## src/rtl/protocol_rx_parser_pkg.sv

```systemverilog
// Shared protocol definitions: command codes, request argument layouts,
// parser FSM states and request-length helpers.
package protocol_rx_parser_pkg;

  localparam logic [7:0] PROTOCOL_VERSION = 8'd2;

  typedef enum logic [7:0] {
    IDENTIFY   = 8'h00,
    SET_SIGNAL = 8'h01,
    AUTO_READ  = 8'h02,
    GET_RESULT = 8'h03,
    ABORT      = 8'h04
  } Command;

  // Argument layouts, first received byte in the MSBs
  typedef struct packed {
    logic [31:0] signal;
  } SetSignalRequestArgs;

  typedef struct packed {
    logic [15:0] period;
    logic [15:0] count;
    logic [47:0] cfg;
  } AutoReadRequestArgs;

  typedef enum logic [2:0] {
    S_IDLE, S_MAGIC, S_CMD, S_CHAN, S_ARGS, S_HOLD
  } rx_state_e;

  function automatic logic is_known_cmd(input logic [7:0] c);
    case (c)
      IDENTIFY, SET_SIGNAL, AUTO_READ, GET_RESULT, ABORT: return 1'b1;
      default: return 1'b0;
    endcase
  endfunction

  function automatic logic [3:0] get_request_arg_len(input Command c);
    case (c)
      SET_SIGNAL: return 4'd4;
      AUTO_READ:  return 4'd10;
      default:    return 4'd0;
    endcase
  endfunction

  // Magic + command + optional channel + args; CRC is added by the caller
  function automatic logic [4:0] get_request_len(input Command c, input logic has_chan);
    return 5'd5 + {4'b0, has_chan} + {1'b0, get_request_arg_len(c)};
  endfunction

endpackage

```

## src/rtl/protocol_rx_parser_magic.sv

```systemverilog
// Byte-indexed magic compare with a sticky mismatch bit; mismatch also
// reflects the byte presented this cycle so a frame ending on it is covered.
module protocol_magic_checker #(
  parameter logic [31:0] MAGIC = 32'hF100BA00
) (
  input  logic       clk,
  input  logic       rst_n,
  input  logic       clr,
  input  logic       byte_vld,
  input  logic [1:0] byte_idx,
  input  logic [7:0] byte_data,
  output logic       mismatch
);

  logic       mis_q;
  logic [7:0] exp_byte;
  logic       bad_now;

  // Select the expected magic byte, MSB first
  always_comb begin
    case (byte_idx)
      2'd0:    exp_byte = MAGIC[31:24];
      2'd1:    exp_byte = MAGIC[23:16];
      2'd2:    exp_byte = MAGIC[15:8];
      default: exp_byte = MAGIC[7:0];
    endcase
    bad_now  = byte_vld && (byte_data != exp_byte);
    mismatch = mis_q | bad_now;
  end

  // Sticky mismatch, cleared at frame end
  always_ff @(posedge clk or negedge rst_n) begin
    if (!rst_n)       mis_q <= 1'b0;
    else if (clr)     mis_q <= 1'b0;
    else if (bad_now) mis_q <= 1'b1;
  end

endmodule

```

## src/rtl/protocol_rx_parser.sv

```systemverilog
// Request parser: collects one frame, decodes header/args and holds the
// decoded message until the app accepts it. Input is never back-pressured.
module protocol_rx_parser
  import protocol_rx_parser_pkg::*;
#(
  parameter logic [31:0] MAGIC          = 32'hF100BA00,
  parameter int          NUM_CHANNELS   = 4,
  parameter int          ARGS_MAX_BYTES = 10,
  parameter int          CRC_BYTES      = 2
) (
  input  logic                          clk,
  input  logic                          rst_n,
  input  logic                          in_valid,
  input  logic [7:0]                    in_data,
  input  logic                          in_eom,
  input  logic                          in_crc_err,
  output logic                          msg_valid,
  input  logic                          msg_ready,
  output logic [7:0]                    msg_cmd,
  output logic [((NUM_CHANNELS>1)?$clog2(NUM_CHANNELS):1)-1:0] msg_chan,
  output logic [ARGS_MAX_BYTES*8-1:0]   msg_args,
  output logic [4:0]                    msg_len,
  output logic                          msg_foreign,
  output logic                          msg_error,
  output logic                          msg_overrun
);

  localparam int   CW       = (NUM_CHANNELS > 1) ? $clog2(NUM_CHANNELS) : 1;
  localparam logic HAS_CHAN = (NUM_CHANNELS > 1);
  localparam int   HDR      = 5 + (HAS_CHAN ? 1 : 0);

  rx_state_e state, state_nx;
  logic [4:0] cnt;
  logic [7:0] cmd_q, chan_q, cmd_nx, chan_nx;
  logic [ARGS_MAX_BYTES-1:0][7:0] args_q, args_nx, args_commit;
  logic [4:0] len_nx;
  logic take, commit, hs, drop, mag_bad, foreign_nx, error_nx, ovr_q;
  int   keep;

  assign take   = (state != S_HOLD) && in_valid;
  assign commit = take && in_eom && !in_crc_err;
  assign hs     = msg_valid && msg_ready;
  assign drop   = (state == S_HOLD) && in_valid && in_eom;

  protocol_magic_checker #(.MAGIC(MAGIC)) u_magic (
    .clk       (clk),
    .rst_n     (rst_n),
    .clr       (take && in_eom),
    .byte_vld  (take && (cnt < 5'd4)),
    .byte_idx  (cnt[1:0]),
    .byte_data (in_data),
    .mismatch  (mag_bad)
  );

  // State register
  always_ff @(posedge clk or negedge rst_n) begin
    if (!rst_n) state <= S_IDLE;
    else        state <= state_nx;
  end

  // Next state; any end of frame while collecting overrides the field walk
  always_comb begin
    state_nx = state;
    case (state)
      S_IDLE:  if (in_valid) state_nx = S_MAGIC;
      S_MAGIC: if (in_valid && cnt == 5'd3) state_nx = S_CMD;
      S_CMD:   if (in_valid) state_nx = HAS_CHAN ? S_CHAN : S_ARGS;
      S_CHAN:  if (in_valid) state_nx = S_ARGS;
      S_ARGS:  state_nx = S_ARGS;
      S_HOLD:  if (msg_ready) state_nx = S_IDLE;
      default: state_nx = S_IDLE;
    endcase
    if (take && in_eom) state_nx = in_crc_err ? S_IDLE : S_HOLD;
  end

  // Field capture including the current byte, plus decode of the result
  always_comb begin
    cmd_nx  = cmd_q;
    chan_nx = chan_q;
    args_nx = args_q;
    if (take && cnt == 5'd4) cmd_nx = in_data;
    if (take && HAS_CHAN && cnt == 5'd5) chan_nx = in_data;
    for (int i = 0; i < ARGS_MAX_BYTES; i++)
      if (take && int'(cnt) == HDR + i) args_nx[ARGS_MAX_BYTES-1-i] = in_data;
    len_nx = (cnt == 5'd31) ? 5'd31 : cnt + 5'd1;
    // Trailing CRC bytes landed in the shadow buffer; mask them off here
    keep = int'(len_nx) - CRC_BYTES - HDR;
    for (int i = 0; i < ARGS_MAX_BYTES; i++)
      args_commit[ARGS_MAX_BYTES-1-i] = (i < keep) ? args_nx[ARGS_MAX_BYTES-1-i] : 8'h00;
    foreign_nx = mag_bad || (len_nx < 5'd4);
    error_nx   = !foreign_nx &&
                 (!is_known_cmd(cmd_nx) ||
                  int'(len_nx) != int'(get_request_len(Command'(cmd_nx), HAS_CHAN)) + CRC_BYTES ||
                  (HAS_CHAN && int'(chan_nx) >= NUM_CHANNELS));
  end

  // Shadow frame state, cleared whenever a frame ends
  always_ff @(posedge clk or negedge rst_n) begin
    if (!rst_n) begin
      cnt <= '0; cmd_q <= '0; chan_q <= '0; args_q <= '0;
    end else if (take) begin
      if (in_eom) begin
        cnt <= '0; cmd_q <= '0; chan_q <= '0; args_q <= '0;
      end else begin
        cnt <= len_nx; cmd_q <= cmd_nx; chan_q <= chan_nx; args_q <= args_nx;
      end
    end
  end

  // Presented message, held until handshake
  always_ff @(posedge clk or negedge rst_n) begin
    if (!rst_n) begin
      msg_valid <= 1'b0; msg_cmd <= '0; msg_chan <= '0; msg_args <= '0;
      msg_len <= '0; msg_foreign <= 1'b0; msg_error <= 1'b0; msg_overrun <= 1'b0;
    end else if (commit) begin
      msg_valid   <= 1'b1;
      msg_cmd     <= cmd_nx;
      msg_chan    <= chan_nx[CW-1:0];
      msg_args    <= args_commit;
      msg_len     <= len_nx;
      msg_foreign <= foreign_nx;
      msg_error   <= error_nx;
      msg_overrun <= ovr_q;
    end else if (hs) begin
      msg_valid <= 1'b0;
    end
  end

  // Sticky overrun: cleared once a message carrying it is taken; a drop in
  // the same cycle as that handshake belongs to the following message
  always_ff @(posedge clk or negedge rst_n) begin
    if (!rst_n) ovr_q <= 1'b0;
    else        ovr_q <= ((hs && msg_overrun) ? 1'b0 : ovr_q) | drop;
  end

endmodule

```

## config.mk

```make
export PLATFORM = sky130hd
export DESIGN_NAME = protocol_rx_parser
export DESIGN_NICKNAME = d
export VERILOG_FILES = /design/src/rtl/protocol_rx_parser_pkg.sv /design/src/rtl/protocol_rx_parser_magic.sv /design/src/rtl/protocol_rx_parser.sv
export SDC_FILE = /design/constraint.sdc
export NUM_CORES = 1
export LEC_CHECK = 0
export CORE_ASPECT_RATIO = 0.5
export CORE_MARGIN = 5
export CORE_UTILIZATION = 55
export DETAILED_ROUTE_END_ITERATION = 8
export PLACE_DENSITY = 0.85
export SLEW_MARGIN = 20
export SYNTH_ARGS = -nofsm -noshare
export SYNTH_HDL_FRONTEND = slang
export SYNTH_SLANG_ARGS = --single-unit
```

## constraint.sdc

```tcl
create_clock -name clk -period 2.6 [get_ports clk]
set_input_delay 0.52 -clock clk [delete_from_list [all_inputs] [get_ports clk]]
set_output_delay 0.52 -clock clk [all_outputs]
set_load 0.02 [all_outputs]
```

# == Word level (Yosys, flattened, before mapping) ==
# Cells that the tools add are included.
# word_totals
inputBits,14
output_inout_bits,99
regBits,205
elab_cells,155
# op_classes
order_cmp,13
bitwise_logic,2
eq_ne,32
muxes,43
reduce_logical,36
addsub,5
# op_table
cell,n
$mux W8,24
$mux W80,1
$eq A5 B5 Y1 const B,9
$lt A4 B7 Y1 const A,4
$logic_and A1 B1 Y1,23
$mux W3,7
$pmux W3 S6,1
$eq A8 B2 Y1 const B,2
$pmux W8 S2,1
$ne A3 B2 Y1 const B,5
$lt A3 B7 Y1 const A,2
$lt A5 B7 Y1 const A,2
$eq A5 B3 Y1 const B,2
$eq A5 B4 Y1 const B,2
$lt A5 B3 Y1 const B,2
$mux W5,2
$eq A8 B1 Y1 const B,1
$eq A8 B3 Y1 const B,1
$ge A8 B3 Y1 const B,1
$logic_not A8 Y1,1
$ne A8 B8 Y1,1
$pmux W4 S2,1
$lt A1 B7 Y1 const A,1
$lt A2 B7 Y1 const A,1
other kinds (21),34

# == Depth between registers and ports, before layout ==
# depth
ltp_word,12
ltp_mapped,12
mapped_depth_nobuf,10

# == By module ==
# Synthesis repeated with hierarchy kept, for this count alone.
# hier_totals
cells_unflattened,928
area_unflattened_um2,9349.0
# by_module_without_submodules
module,instances,seq_area_each_um2,cells_each,area_per_inst_um2
protocol_rx_parser,1,5104.9,914,9227.6
protocol_magic_checker,1,25.0,14,121.4

# == Worst setup path before layout ==
# Ideal clock, no wire load.
# synth_path
path_kind,register to register
startpoint,register cnt[0]
endpoint,register msg_args[10]
arrival_ps,2224
setup_time_ps,127
slack_ps,248
n_path_buf,2
required_ps,2473
path_stages_with_launch,13
period_less_slack_ps,2352
cell_sequence,dfrtp_1 -> ha_1 -> buf_2 -> nand2_1 -> nand3_1 -> o21ai_0 -> inv_1 -> ha_1 -> clkbuf_1 -> a21oi_1 -> or3_1 -> nand3_2 -> o21ai_0
# synth_via
elab_chain_len,6
word_cells_on_any_way,10
classes_between,3 x add/sub; 1 x order compare; 2 x eq/ne; 3 x mux; 1 x reduce/logical
# synth_lines
item,line,rtl
from (decl),protocol_rx_parser.sv:33,logic [4:0] cnt;
from (signal assigned),protocol_rx_parser.sv:105,cnt <= len_nx; cmd_q <= cmd_nx; chan_q <= chan_nx; args_q <= args_nx;
$add A5 B1 Y5 or $eq A5 B5 Y1 (tied branches),protocol_rx_parser.sv:85,len_nx = (cnt == 5'd31) ? 5'd31 : cnt + 5'd1;
$mux W5 *,protocol_rx_parser.sv:85,
via len_nx[3],protocol_rx_parser.sv:36,logic [4:0] len_nx;
$sub A5 B2 Y6 *,protocol_rx_parser.sv:87,keep = int'(len_nx) - CRC_BYTES - HDR;
$sub A6 B4 Y7 *,protocol_rx_parser.sv:87,
$lt A5 B7 Y1 *,protocol_rx_parser.sv:89,args_commit[ARGS_MAX_BYTES-1-i] = (i < keep) ? args_nx[ARGS_MAX_BYTES-1-i] : 8'h00;
$mux W8 *,protocol_rx_parser.sv:89,
to (signal assigned),protocol_rx_parser.sv:119,msg_args <= args_commit;
to (decl),protocol_rx_parser.sv:21,"output logic [ARGS_MAX_BYTES*8-1:0] msg_args,"
# The timed path passes the listed nets; every way through them passes the cells marked *.
# A chain may end at the register's enable or synchronous reset.

# == Worst setup path in the final report ==
# layout_path
startpoint,register cnt[0]
endpoint,register msg_args[9]
# layout_via
elab_chain_len,6
word_cells_on_any_way,10
classes_between,3 x add/sub; 1 x order compare; 2 x eq/ne; 3 x mux; 1 x reduce/logical
# layout_lines
item,line
$add A5 B1 Y5 or $eq A5 B5 Y1 (tied branches),protocol_rx_parser.sv:85
$mux W5,protocol_rx_parser.sv:85
$sub A5 B2 Y6,protocol_rx_parser.sv:87
$sub A6 B4 Y7,protocol_rx_parser.sv:87
$lt A5 B7 Y1,protocol_rx_parser.sv:89
$mux W8 *,protocol_rx_parser.sv:89
# Mark *: on every way between the ends. The rest lies on a longest branch, timed or not.

==> metrics <==
combinational family with the most area after synthesis compound AO/OA/AOI/OAI gates; Leak 5.44 nW; max_cap viols 0; CP Capture Type flip-flop; synth unique cells 59; R2R Path Start cnt[0]; Initial DRT Pass Iterations 5; power density cells 689 nW/um^2; DRC 0; share of layout cells above drive strength 1 0.113; Worst-Skew Late Latency 0.50 ns; Final HPWL DP approximately 17000 um; worst hold slack around 0.45 ns; crit-path max cell delay about 0.46 ns; clock sink count between 200 and 250; ys async rst share 1.00; CTS Buf Count 19; Starting Density 0.561; # setup viols final 0; WL/cell 19.9 um; post-synthesis sequential area ratio 0.558; remaining antenna violation count after routing 0; Post-Synth Adder-Cell Area 0.0123; Layout Nets between 1000 and 1500; Row Count 33; Peak Freq 404 MHz; Post-Syn Instances 918; share of the synthesized area in the top cell type 0.558; min Tclk post-route 2.47 ns; worst slack at placement 0.0720 ns; final cell count without fillers about 1300; die height 101 um; Total Die Area 19600 sq um; most frequent cells in the layout nand2_1 (204), dfrtp_1 (203), o21ai_0 (184); Synth Net Count between 900 and 1000; Initial DRC Count 670; clock slew at reported path FFs 0.07 ns; Syn Std Cell Area roughly 9200 sq um; R2R Path End msg_args[9]; predominant post-synthesis flop cell dfrtp_1; FF-to-FF setup slack 0.13 ns; Core Region 16400 sq um; dpl cells about 1300; skew final 0.0168 ns; grt ovf 0; final-report hold violation count 0; Worst EP arrival 2.83 ns; Worst Path Required approximately 3.0 ns; multiplexer area fraction after synthesis 0.0969; YS warnings 0; Root Driver clkbuf_16; vias in the first global route roughly 7700; CP Cell Sequence ha_1, nand2_1, nand3_1, o21ai_0, ha_1, a21boi_0, a21oi_1, or3_1, nand3_2, o21ai_0; largest cells by area after synthesis dfrtp_1 (56%), o21ai_0 (10%), mux2i_1 (9.7%); vias per cell 5.91; pin count of the biggest net entering global routing about 110; I/O Buffers between 100 and 150; global-route wire length before repair 41500 um; simple-gate share of the synthesized area 0.137; status finished, final reports clean; gr usage total 0.267; Area growth syn-to-layout 24.7%; Post-DP Area 10800 sq um; Worst Reg-to-Reg Cells 10; Longest Clk Path Bufs 3; EDFF count, synth 0; GPL Wtd Cong between 0.9 and 1; slew margin rel. 0.522; IO Count between 100 and 150; most common cell after layout, fill and taps aside nand2_1; Final Instance Area approximately 11000 sq um; antenna violations before repair 1; Synth Register Bits roughly 200; crit path launch type flip-flop; H-tree depth 1; post-route worst setup slack ~0.13 ns; CTS tree built; Hold Path Class input pin to asynchronous set/reset pin; worst vdd ir 0.000440 V; Avg Cell Area, Syn 10.0 sq um; slowest CP cell dfrtp_2; WS Path Type flip-flop to flip-flop; Final Max Tran Viols 0; Post-Route WL 25600 um; XOR/XNOR Fraction of Synth Area 0.00858; Least-Margin Pin Slew ~0.72 ns; die width about 190 um; Synth Area in Compound Gates 0.153; via count between 7000 and 8000; period utilization 0.951; largest area contributor in the netlist dfrtp_1; Worst Path Max Fanout 8; ANT cells 0; fin util 0.699
[stage by stage]
| stage | total power, W | TNS (ns) |
|---|---|---|
| floorplan | 0.00451 | 0 |
| global placement | 0.00510 | 0 |
| detailed placement | 0.00516 | 0 |
| CTS | 0.00786 | 0 |
| global route | 0.00822 | -0.454 |
| finish | 0.00789 | 0 |
[Yosys cell counts (all sizes together), types with 2 or more instances]
cell type / count
nand2: 212
dfrtp: 205
o21ai: 198
mux2i: 89
clkbuf: 40
a21oi: 21
nor2: 20
buf: 19
nand3: 13
inv: 11
ha: 9
xnor2: 9
a22o: 8
nor4: 6
and2: 4
and3: 4
nand4: 4
o31ai: 4
a21boi: 3
nor3: 3
or2: 3
or3: 3
or4: 3
a211oi: 2
a21o: 2
a31oi: 2
a41oi: 2
nand2b: 2
[area by class of cell]
cell class | count | area [sq um]
repair buffers | 174 | 1640
fillers | 1180 | 4930
multi-input cells | 643 | 3780
well taps | 227 | 284
clock inverters | 4 | 48.8
clock buffers | 27 | 536
flip-flops and latches | 205 | 5130
inverters | 11 | 43.8
[power by group]
group / internal, W / total [W] / switching (W)
Combinational: 0.000600 / 0.00154 / 0.000939
Clock: 0.00153 / 0.00272 / 0.00118
Sequential: 0.00344 / 0.00364 / 0.000201
[sequential cells by signal, indices dropped and copies added (netlist names)]
register	flops
args_q	80
msg_args	80
chan_q	8
cmd_q	8
msg_cmd	8
cnt	5
msg_len	5
state	3
msg_chan	2
msg_error	1
msg_foreign	1
msg_overrun	1
msg_valid	1
ovr_q	1
u_magic.mis_q	1
[worst max path at each step]
| stage | to | start | slack, ns | cells after the start |
|---|---|---|---|---|
| floorplan | msg_args[10] | cnt[0] | 0.25 | 12 |
| global placement | msg_error | in_valid | 0.09 | 7 |
| detailed placement | args_q[65] | in_valid | 0.07 | 7 |
| CTS | msg_args[74] | cnt[0] | 0.03 | 8 |
| global route | msg_args[10] | cnt[0] | -0.08 | 10 |
| finish | msg_args[9] | cnt[0] | 0.13 | 10 |
[per-layer routing]
metal | vias to the layer above | GRT usage | share of wire | wire, um
met5 | - | 0 | 0.00051 | 13
met4 | 2 | 0.0690 | 0.025 | 629
met3 | 58 | 0.0424 | 0.079 | 2020
met2 | 331 | 0.418 | 0.46 | 11700
met1 | 3808 | 0.396 | 0.44 | 11300
li1 | 3434 | - | - | -
[what timing repair did]
action | CTS | global route
resized for setup | 0 | 6
buffers inserted | 0 | 2
hold endpoints to repair | 23 | 0
endpoints found under the setup margin | 0 | 61
hold buffers | 1 | 0
[critical path, delay by kind of cell (launching register included)]
family          cells  cell delay [ns]
simple gates        4             0.71
compound gates      4             0.70
flops               1             0.46
fa+ha+maj           2             0.45
[logic make-up (layout without fill, tap and decap cells)]
kind of cell             count (synthesis)  in the layout
AO/OA/AOI/OAI                          254            254
XOR/XNOR                                 9              9
adder cells (fa/ha/maj)                  9              9
buffers and inverters                   70            216
flip-flops                             205            205
multiplexers                            89             89
AND/OR/NAND/NOR                        282            282
(Power assumes the default switching activity.)
